$ cat config.mk
export PLATFORM = sky130hd
export DESIGN_NAME = kbd_scan_ctrl
export DESIGN_NICKNAME = d
export VERILOG_FILES = /design/src/rtl/nclassic_kbd_pkg.sv /design/src/rtl/kbd_debounce.sv /design/src/rtl/kbd_scan_ctrl.sv
export SDC_FILE = /design/constraint.sdc
export NUM_CORES = 1
export LEC_CHECK = 0
export CAP_MARGIN = 5
export CORE_ASPECT_RATIO = 0.75
export CORE_MARGIN = 4
export CORE_UTILIZATION = 40
export CTS_BUF_LIST = sky130_fd_sc_hd__clkbuf_4
export DETAILED_ROUTE_END_ITERATION = 12
export PLACE_DENSITY = 0.68
export SETUP_SLACK_MARGIN = 0.5
export SKIP_LAST_GASP = 1
export SYNTH_ARGS = -nofsm -noshare
export SYNTH_HDL_FRONTEND = slang
export SYNTH_SLANG_ARGS = --single-unit
$ cat constraint.sdc
create_clock -name clk_in -period 2.6 [get_ports clk_in]
set_input_delay 0.26 -clock clk_in [delete_from_list [all_inputs] [get_ports clk_in]]
set_output_delay 0.26 -clock clk_in [all_outputs]
set_load 0.02 [all_outputs]
$ cat src/rtl/nclassic_kbd_pkg.sv
// Shared types and helpers for the HP-67 keyboard scan path.
package nclassic_kbd_pkg;

    localparam int KEYCODE_W = 7;

    typedef enum logic [1:0] {
        IDLE,
        DEB_PRESS,
        PRESSED,
        DEB_REL
    } deb_state_e;

    typedef enum logic {
        SCAN_SETTLE,
        SCAN_SAMPLE
    } scan_state_e;

    function automatic logic [KEYCODE_W-1:0] make_keycode(input logic [3:0] col,
                                                          input logic [2:0] row);
        return {col, row};
    endfunction

endpackage

$ cat src/rtl/kbd_debounce.sv
// Frame-level debounce FSM plus the valid/ack keycode handshake toward the core.
module kbd_debounce
    import nclassic_kbd_pkg::*;
#(
    parameter int DEBOUNCE_SCANS = 4
) (
    input  logic                 clk_i,
    input  logic                 rst_i,
    input  logic                 frame_end_i,
    input  logic                 frame_hit_i,
    input  logic [KEYCODE_W-1:0] frame_code_i,
    input  logic                 key_ack_i,
    output logic                 key_valid_o,
    output logic [KEYCODE_W-1:0] key_code_o,
    output logic                 key_down_o,
    output logic                 overrun_o
);

    localparam int CW = $clog2(DEBOUNCE_SCANS + 1);

    deb_state_e           state_q, state_d;
    logic [CW-1:0]        cnt_q, cnt_d, cnt_inc;
    logic [KEYCODE_W-1:0] cand_q, cand_d;
    logic                 valid_q, valid_d;
    logic [KEYCODE_W-1:0] code_q, code_d;
    logic                 down_q, down_d;
    logic                 ovr_q, ovr_d;
    logic                 emit, ack_eff;

    assign cnt_inc = cnt_q + CW'(1);

    always_ff @(posedge clk_i or posedge rst_i) begin
        if (rst_i) begin
            state_q <= IDLE;
            cnt_q   <= '0;
            cand_q  <= '0;
            valid_q <= 1'b0;
            code_q  <= '0;
            down_q  <= 1'b0;
            ovr_q   <= 1'b0;
        end else begin
            state_q <= state_d;
            cnt_q   <= cnt_d;
            cand_q  <= cand_d;
            valid_q <= valid_d;
            code_q  <= code_d;
            down_q  <= down_d;
            ovr_q   <= ovr_d;
        end
    end

    always_comb begin
        state_d = state_q;
        cnt_d   = cnt_q;
        cand_d  = cand_q;
        emit    = 1'b0;
        if (frame_end_i) begin
            unique case (state_q)
                IDLE: begin
                    if (frame_hit_i) begin
                        cand_d  = frame_code_i;
                        cnt_d   = CW'(1);
                        state_d = DEB_PRESS;
                    end
                end
                DEB_PRESS: begin
                    if (frame_hit_i && (frame_code_i == cand_q)) begin
                        cnt_d = cnt_inc;
                        if (cnt_inc == CW'(DEBOUNCE_SCANS)) begin
                            emit    = 1'b1;
                            state_d = PRESSED;
                        end
                    end else begin
                        cnt_d   = '0;
                        state_d = IDLE;
                    end
                end
                PRESSED: begin
                    // A different key seen while held is deliberately ignored.
                    if (!frame_hit_i) begin
                        cnt_d   = CW'(1);
                        state_d = DEB_REL;
                    end
                end
                DEB_REL: begin
                    if (frame_hit_i) begin
                        state_d = PRESSED;
                    end else if (cnt_inc == CW'(DEBOUNCE_SCANS)) begin
                        cnt_d   = '0;
                        state_d = IDLE;
                    end else begin
                        cnt_d = cnt_inc;
                    end
                end
                default: state_d = IDLE;
            endcase
        end
    end

    always_comb begin
        valid_d = valid_q;
        code_d  = code_q;
        ovr_d   = ovr_q;
        ack_eff = key_ack_i && valid_q;
        if (ack_eff) begin
            valid_d = 1'b0;
            ovr_d   = 1'b0;
        end
        // Emit coinciding with ack reloads the slot instead of counting as an overrun.
        if (emit) begin
            if (!valid_q || ack_eff) begin
                valid_d = 1'b1;
                code_d  = cand_q;
            end else begin
                ovr_d = 1'b1;
            end
        end
        down_d = (state_d == PRESSED) || (state_d == DEB_REL);
    end

    assign key_valid_o = valid_q;
    assign key_code_o  = code_q;
    assign key_down_o  = down_q;
    assign overrun_o   = ovr_q;

endmodule

$ cat src/rtl/kbd_scan_ctrl.sv
// Column scanner with lowest-column/lowest-row priority encoding; feeds frame results to kbd_debounce.
module kbd_scan_ctrl
    import nclassic_kbd_pkg::*;
#(
    parameter int NUM_COLS       = 11,
    parameter int NUM_ROWS       = 8,
    parameter int SETTLE_CYCLES  = 16,
    parameter int DEBOUNCE_SCANS = 4
) (
    input  logic                 clk_in,
    input  logic                 reset_in,
    input  logic                 scan_en_in,
    output logic [NUM_COLS-1:0]  col_drive_o,
    input  logic [NUM_ROWS-1:0]  rows_in,
    output logic                 key_valid_o,
    output logic [KEYCODE_W-1:0] key_code_o,
    input  logic                 key_ack_in,
    output logic                 key_down_o,
    output logic                 overrun_o
);

    localparam int COL_W = 4;
    localparam int CNT_W = $clog2(SETTLE_CYCLES + 1);

    scan_state_e          state_q, state_d;
    logic [COL_W-1:0]     col_q, col_d;
    logic [CNT_W-1:0]     cnt_q, cnt_d;
    logic [NUM_COLS-1:0]  drive_q, drive_d;
    logic                 frame_hit_q, frame_hit_d;
    logic [KEYCODE_W-1:0] frame_code_q, frame_code_d;
    logic [NUM_ROWS-1:0]  rows_n;
    logic                 sample_hit;
    logic [2:0]           sample_row;
    logic                 running;
    logic                 frame_end, end_hit;
    logic [KEYCODE_W-1:0] end_code;

    always_ff @(posedge clk_in or posedge reset_in) begin
        if (reset_in) begin
            state_q      <= SCAN_SETTLE;
            col_q        <= '0;
            cnt_q        <= '0;
            drive_q      <= '0;
            frame_hit_q  <= 1'b0;
            frame_code_q <= '0;
        end else begin
            state_q      <= state_d;
            col_q        <= col_d;
            cnt_q        <= cnt_d;
            drive_q      <= drive_d;
            frame_hit_q  <= frame_hit_d;
            frame_code_q <= frame_code_d;
        end
    end

    always_comb begin
        rows_n     = ~rows_in;
        sample_hit = |rows_n;
        sample_row = '0;
        for (int unsigned r = 0; r < NUM_ROWS; r++) begin
            if (rows_n[NUM_ROWS-1-r]) sample_row = 3'(NUM_ROWS - 1 - r);
        end
    end

    // Counting starts only once the column is actually driven, so every column gets a full settle.
    assign running = scan_en_in && (|drive_q);

    always_comb begin
        state_d      = state_q;
        col_d        = col_q;
        cnt_d        = cnt_q;
        frame_hit_d  = frame_hit_q;
        frame_code_d = frame_code_q;
        frame_end    = 1'b0;
        end_hit      = 1'b0;
        end_code     = '0;
        if (!scan_en_in) begin
            state_d      = SCAN_SETTLE;
            col_d        = '0;
            cnt_d        = '0;
            frame_hit_d  = 1'b0;
            frame_code_d = '0;
        end else if (running) begin
            unique case (state_q)
                SCAN_SETTLE: begin
                    if (cnt_q == CNT_W'(SETTLE_CYCLES - 1)) begin
                        cnt_d   = '0;
                        state_d = SCAN_SAMPLE;
                    end else begin
                        cnt_d = cnt_q + CNT_W'(1);
                    end
                end
                SCAN_SAMPLE: begin
                    end_hit  = frame_hit_q || sample_hit;
                    end_code = frame_hit_q ? frame_code_q : make_keycode(col_q, sample_row);
                    state_d  = SCAN_SETTLE;
                    if (col_q == COL_W'(NUM_COLS - 1)) begin
                        col_d        = '0;
                        frame_end    = 1'b1;
                        frame_hit_d  = 1'b0;
                        frame_code_d = '0;
                    end else begin
                        col_d        = col_q + COL_W'(1);
                        frame_hit_d  = end_hit;
                        frame_code_d = end_code;
                    end
                end
                default: state_d = SCAN_SETTLE;
            endcase
        end
        drive_d = scan_en_in ? (NUM_COLS'(1) << col_d) : '0;
    end

    assign col_drive_o = drive_q;

    kbd_debounce #(
        .DEBOUNCE_SCANS(DEBOUNCE_SCANS)
    ) u_debounce (
        .clk_i       (clk_in),
        .rst_i       (reset_in),
        .frame_end_i (frame_end),
        .frame_hit_i (end_hit),
        .frame_code_i(end_code),
        .key_ack_i   (key_ack_in),
        .key_valid_o (key_valid_o),
        .key_code_o  (key_code_o),
        .key_down_o  (key_down_o),
        .overrun_o   (overrun_o)
    );

endmodule

==> results.ini, run 1 <==
[hold_path]
hp-class = in2async

[grt]
grt_pass1_vias = 2115
grt_remaining_overflow = 0
track_usage = 0.161
grt_max_degree = 28
grt_pass1_wl_um = 10300
antenna_found_initial = 0

[route]
dr.first_iter.drc_count = 98
drtAntennaViolNets = 0
dr_total_vias = 2166
viasPerCell = 5.19
drc = 0
wl_um = 6170
dr.pass1.iters = 4
wl_per_cell_um = 14.8

[place]
place_worst_setup_slack_ns = -0.174
dp_hpwl_um = 4270
postPlaceCellArea_um2 = 3300
portBuffers = 32
gp_routability_congestion = 0.775

[cts]
clock-sinks = 51
htreeDepth = 2
clockBufferDepth = 2
cts_tree = built
cts.reportedPaths.clkPinSlew_ns = 0.16
cts-root-buf = clkbuf_4
clock_latency_ns = 0.39
numCtsBuffers = 5

[floorplanning]
start_util = 0.419
ios = 33
die_area_um2 = 8060
num_rows = 25
core_um2 = 6380
die_w_um = 102
die_h_um = 78.8

[timing]
hold_viol = 0
fmax_mhz = 399
fin_crit_ns = 2.51
slew_headroom = 0.568
rsz0062_at_grt = yes
worstMarginPinSlew_ns = 0.646
finalSetupViolCount = 0
clock-skew-final_ns = 0.0173
fin_crit_sh = 0.964
finalWorstSetupSlack_ns = 0.0924
drv_slew = 0

[layout]
antennaDiodeCount = 0
final_core_util = 0.546
areaGrowthSynthToFinish_pct = 30.4
final_layout_size_suffix_gt1_frac = 0.220
fin_nets = 350
fin_area_um2 = 3480

[flow_run]
cap_violations = 0

[critical_path]
crit_type = reg2reg
required_ns = 2.88
start_kind = flip-flop
arrival_ns = 2.79
startpoint = frame_hit_q
worstReg2RegStart = frame_hit_q
crit_path_max_fanout = 8
cp-end-kind = flip-flop

[pwr]
leakage_nw = 1.53
peakVddDrop_mv = 0.177
total_power_mw = 1.27
powerDensity_nw_per_um2 = 366

[synth]
synth_ff_type = dfrtp_1
synth_cell_types = 49
synth_area_um2 = 2670
yosysSeqAreaShare = 0.478
synth_cells = 272
syn-num-nets = 287
synth_edf_count = 0
ys_ff_latch = 51
yosys_warnings = 0
synthArstFlopShare = 1.00
syn_area_per_cell_um2 = 9.82

[outcome]
status = complete, no violations

==> worst max-delay path, stage by stage, from the launching register on <==
cell and delay, ns:
dfrtp_2 0.54, buf_4 0.20, a21oi_1 0.16, a21oi_2 0.08, a21o_1 0.20, a2111oi_2 0.37
nand4_1 0.21, nor3_4 0.17, buf_6 0.17, mux2_4 0.31
==> metal layers <==
metal / vias up / GRT usage / wire (um)
li1: 1088 / - / -
met1: 1030 / 0.242 / 3120
met2: 42 / 0.238 / 2720
met3: 6 / 0.0219 / 254
met4: 0 / 0.0550 / 74
met5: - / 0 / 0
==> final timing paths <==
kind                                                 end  slack [ns]  cells past startpoint
min in group clk_in                 u_debounce.overrun_o        0.45                      2
worst min register to register      u_debounce.overrun_o        0.51                      1
worst min-delay path               u_debounce.state_q[0]        0.26                      2
worst max-delay path            u_debounce.key_code_o[4]        0.09                      9
worst max register to register  u_debounce.key_code_o[4]        0.09                      9
max in group asynchronous                    frame_hit_q        1.77                      3
==> through the flow <==
step,instances,hold WS (ns),setup TNS [ns]
finish,417,0.262,0
global route,417,0.315,-0.192
detailed placement,404,0.495,-1.36
CTS,416,0.285,0
global placement,404,0.472,-0.916
floorplan,272,0.346,0
==> placed cells by master (no fill, tap or decap), types with 3 or more instances in the layout <==
cell type,instances
a21boi_0,9
a21oi_1,15
a22oi_1,3
and2_1,8
and3_1,3
buf_4,36
clkbuf_4,5
clkdlybuf4s50_1,32
dfrtp_1,50
ha_1,3
inv_1,6
mux2_2,4
mux2_4,7
nand2_1,29
nand3_1,11
nand4_1,3
nor2_1,16
nor2b_1,14
nor3_1,6
nor3b_1,4
o21ai_0,12
xnor2_1,5
xor2_1,7
==> report_power, final <==
group	switching, mW	total, mW	internal [mW]
clock	0.275	0.384	0.109
combinational	0.0483	0.0899	0.0416
sequential	0.00375	0.801	0.797
==> final cells by class <==
class	count	area, um^2
flip-flops and latches	51	1280
well taps	81	101
clock buffers	5	37.5
multi-input cells	200	1400
fillers	592	2900
inverters	7	26.3
repair buffers	70	622
clock inverters	3	23.8
==> cell usage after synthesis (2+ instances only) <==
| cell | count | share of area |
|---|---|---|
| dfrtp_1 | 51 | 0.48 |
| inv_1 | 7 | 0.0098 |
| ha_1 | 3 | 0.014 |
| a31oi_1 | 2 | 0.0047 |
| a211oi_1 | 2 | 0.0056 |
| o21ai_0 | 12 | 0.022 |
| nor4_1 | 2 | 0.0047 |
| nand4_1 | 3 | 0.0070 |
| nor2_1 | 16 | 0.022 |
| mux2i_1 | 5 | 0.019 |
| buf_2 | 4 | 0.0075 |
| a21o_1 | 2 | 0.0056 |
| a21boi_0 | 9 | 0.025 |
| a21oi_1 | 16 | 0.030 |
| clkbuf_1 | 9 | 0.013 |
| nand2b_1 | 3 | 0.0070 |
| xnor2_1 | 5 | 0.016 |
| nor2b_1 | 14 | 0.033 |
| a22oi_1 | 3 | 0.0084 |
| and2_1 | 8 | 0.019 |
| mux2_2 | 11 | 0.046 |
| nor3_1 | 6 | 0.011 |
| xor2_1 | 7 | 0.023 |
| nand3_1 | 12 | 0.022 |
| nor3b_1 | 4 | 0.011 |
| and3_1 | 3 | 0.0070 |
| a32oi_1 | 2 | 0.0066 |
| o31ai_1 | 2 | 0.0056 |
| nand2_1 | 29 | 0.041 |
==> registers in the layout (all words and copies together), names as in the netlist <==
register	count
col_drive_o	11
frame_code_q	7
u_debounce.cand_q	7
u_debounce.key_code_o	7
cnt_q	5
col_q	4
u_debounce.cnt_q	3
u_debounce.state_q	2
frame_hit_q	1
state_q	1
u_debounce.key_down_o	1
u_debounce.key_valid_o	1
u_debounce.overrun_o	1
==> repair_timing <==
action | 4_1_cts | 5_1_grt
setup buffers | 4 | 1
pin swaps | 6 | 0
resized for setup | 14 | 7
hold buffers | 0 | 0
setup endpoints to repair | 18 | 29
==> logic make-up after synthesis <==
| group | share of synthesized area |
|---|---|
| AOI/OAI and AO/OA | 0.146 |
| buffers and inverters | 0.0342 |
| DFF | 0.478 |
| muxes | 0.0651 |
| adders and majority gates | 0.0141 |
| and+or+nand+nor | 0.224 |
| xor gates and xnor gates | 0.0393 |
(Power assumes the default switching activity.)
==> run 2, diff against run 1 <==
GPL_ROUTABILITY_DRIVEN = 1   (was not set)
==> results of run 2 <==
No change in the layout: final DEF, timing and power equal those of run 1.
==> run 3, diff against run 2 <==
CTS_BUF_LIST = not set   (was sky130_fd_sc_hd__clkbuf_4)
==> run 3 against run 2 <==
Against the previous run:
- fmax about the same
- highest routed layer unchanged
- worst hold slack better by 0.087 ns
- clock power up 26%
- via count unchanged
- largest power group unchanged
- critical endpoint is now u_debounce.key_code_o[2]
==> results.ini, run 3 (synthesis gave the netlist of run 1 again) <==
[outcome]
status = complete, no violations

[critical_path]
cp-end-kind = flip-flop
slowest_stage = dfrtp_2
required_ns = 2.81  ; -0.07 ns
crit_path_max_fanout = 8  ; unchanged
worstReg2RegStart = frame_hit_q
crit_chain = buf_4 > a21oi_1 > a21oi_2 > a21o_1 > a2111oi_2 > nand4_1 > nor3_4 > buf_6 > mux2_4
worstRegToRegCells = 9  ; unchanged
r2r_end = u_debounce.key_code_o[2]
regToRegSetupSlack_ns = 0.09  ; about the same
start_kind = flip-flop
crit_path_max_incr_delay_ns = 0.52  ; -0.02 ns
arrival_ns = 2.71  ; -0.08 ns
crit_type = reg2reg

[pwr]
leakage_nw = 1.54  ; +0.39%
peakVddDrop_mv = 0.194  ; +9.4%
powerDensity_nw_per_um2 = 390  ; +6.6%
power_frac_comb = 0.065  ; -0.006
p_seq_frac = 0.582  ; -0.046
p_int_mw = 1.03  ; +8.8%
clkPwrFrac = 0.352  ; +0.051
p_switching_uw = 343  ; +4.8%
swShare = 0.249  ; -0.00702

[flow_run]
cap_violations = 0  ; unchanged

[cts]
cts.reportedPaths.clkPinSlew_ns = 0.10  ; -0.06 ns
clock-sinks = 51  ; unchanged
cts_tree = built
clockBufferDepth = 2  ; unchanged
clock_latency_ns = 0.32  ; -0.07 ns
numCtsBuffers = 5  ; unchanged
cts-root-buf = clkbuf_8
htreeDepth = 2  ; unchanged

[route]
wl_um = 6220  ; +0.81%
drtAntennaViolNets = 0  ; unchanged
dr.pass1.iters = 4  ; unchanged
dr.first_iter.drc_count = 139  ; +42%
dr_total_vias = 2166  ; unchanged
wl_per_cell_um = 14.9  ; +0.81%
viasPerCell = 5.19  ; unchanged
drc = 0  ; unchanged

[floorplanning]
ios = 33  ; unchanged
die_h_um = 78.8  ; unchanged
num_rows = 25  ; unchanged
start_util = 0.419  ; unchanged
die_area_um2 = 8060  ; unchanged
die_w_um = 102  ; unchanged
core_um2 = 6380  ; unchanged

[hold_path]
hp-class = in2async

[grt]
antenna_found_initial = 0  ; unchanged
grt_max_degree = 28  ; unchanged
grt_pass1_wl_um = 10400  ; +0.53%
grt_remaining_overflow = 0  ; unchanged
grt_pass1_vias = 2110  ; -0.24%
track_usage = 0.163  ; +0.00168

[timing]
finalSetupViolCount = 0  ; unchanged
fin_tns_setup_ns = 0  ; unchanged
drv_slew = 0  ; unchanged
fmax_mhz = 399  ; about the same
hold_slack_ns = 0.350  ; +0.0873 ns
worstMarginPinSlew_ns = 0.644  ; -0.00218 ns
rsz0062_at_grt = yes
clock-skew-final_ns = 0.00957  ; -0.00769 ns
slew_headroom = 0.570  ; +0.00146
finalWorstSetupSlack_ns = 0.0943  ; +0.00185 ns
fin_crit_ns = 2.51  ; -0.00185 ns
fin_crit_sh = 0.964  ; about the same
hold_viol = 0  ; unchanged

[layout]
final_cell_mix = dfrtp_1 (50), buf_4 (36), clkdlybuf4s50_1 (32), nand2_1 (29), nor2_1 (16)
areaGrowthSynthToFinish_pct = 31.9
antennaDiodeCount = 0  ; unchanged
final_core_util = 0.552  ; +0.00588
final_common_cell = dfrtp_1
final_layout_size_suffix_gt1_frac = 0.223  ; +0.00298
stdcell_count = 417  ; unchanged
largest_reg_flops = 11  ; unchanged
regArea_um2 = 1280  ; unchanged
multi_input_area_um2 = 1400  ; +0.45%
fin_nets = 350  ; unchanged
nFillCells = 586  ; -1.0%

[place]
place_worst_setup_slack_ns = -0.174  ; unchanged
dp_hpwl_um = 4270  ; unchanged
portBuffers = 32  ; unchanged
dp_cells = 404  ; unchanged
gp_routability_congestion = 0.775  ; unchanged

[run 3: changes by cell type in the layout (fill, tap and decap cells not counted)]
cell / delta
clkbuf_8: +5
a211oi_2: +1
clkbuf_4: -5
nor4_2: -1
nor4_1: +1
o211a_1: -1
o211a_4: +1
a211oi_1: -1
[run 3: stage by stage]
| step | cell area (um^2) | power, mW |
|---|---|---|
| floorplan | 2690 | 0.857 |
| global placement | 3300 | 0.899 |
| detailed placement | 3300 | 0.902 |
| CTS | 3480 | 1.38 |
| global route | 3520 | 1.43 |
| finish | 3520 | 1.37 |
[run 3: routing by layer]
metal	wire length [um]	share of wire	global-route usage
met2	2700	0.43	0.240
met3	291	0.047	0.0351
met5	0	0	0
met4	75	0.012	0.0433
met1	3150	0.51	0.242
[run 3: area by class of cell]
class / instances / share of cell area
Inverter: 7 / 0.00746
Tap cell: 81 / 0.0288
Clock inverter: 3 / 0.00675
Multi-Input combinational cell: 200 / 0.398
Sequential cell: 51 / 0.363
Timing Repair Buffer: 70 / 0.177
Clock buffer: 5 / 0.0195
[run 3: power groups by stage]
stage          sequential, mW  combinational (mW)  clock, mW
6_report                0.800              0.0895      0.484
5_1_grt                 0.801              0.0997      0.530
3_3_place_gp            0.815              0.0838          0
4_1_cts                 0.800              0.0881      0.495
2_1_floorplan           0.816              0.0409          0
3_5_place_dp            0.816              0.0859          0
[run 3: timing repair]
| item | CTS | global route |
|---|---|---|
| setup buffers | 4 | 1 |
| pin swaps | 6 | 0 |
| endpoints found under the setup margin | 18 | 29 |
| hold buffers | 0 | 0 |
| gates resized for setup | 14 | 8 |
| hold endpoints to repair | 0 | 0 |
[run 3: worst max-delay path by stage]
stage	from	end
finish	frame_hit_q	u_debounce.key_code_o[2]
global route	frame_hit_q	u_debounce.key_code_o[2]
CTS	frame_hit_q	u_debounce.key_code_o[2]
detailed placement	rows_in[3]	u_debounce.key_code_o[2]
global placement	rows_in[3]	u_debounce.key_code_o[3]
floorplan	frame_hit_q	u_debounce.key_code_o[0]
[run 3: worst max-delay path, delay by kind of cell, from the launching register on]
kind                   cells  cell delay [ns]
AO/OA/AOI/OAI              4             0.80
buffers and inverters      2             0.37
flip-flops                 1             0.52
multiplexers               1             0.31
AND/OR/NAND/NOR            2             0.38
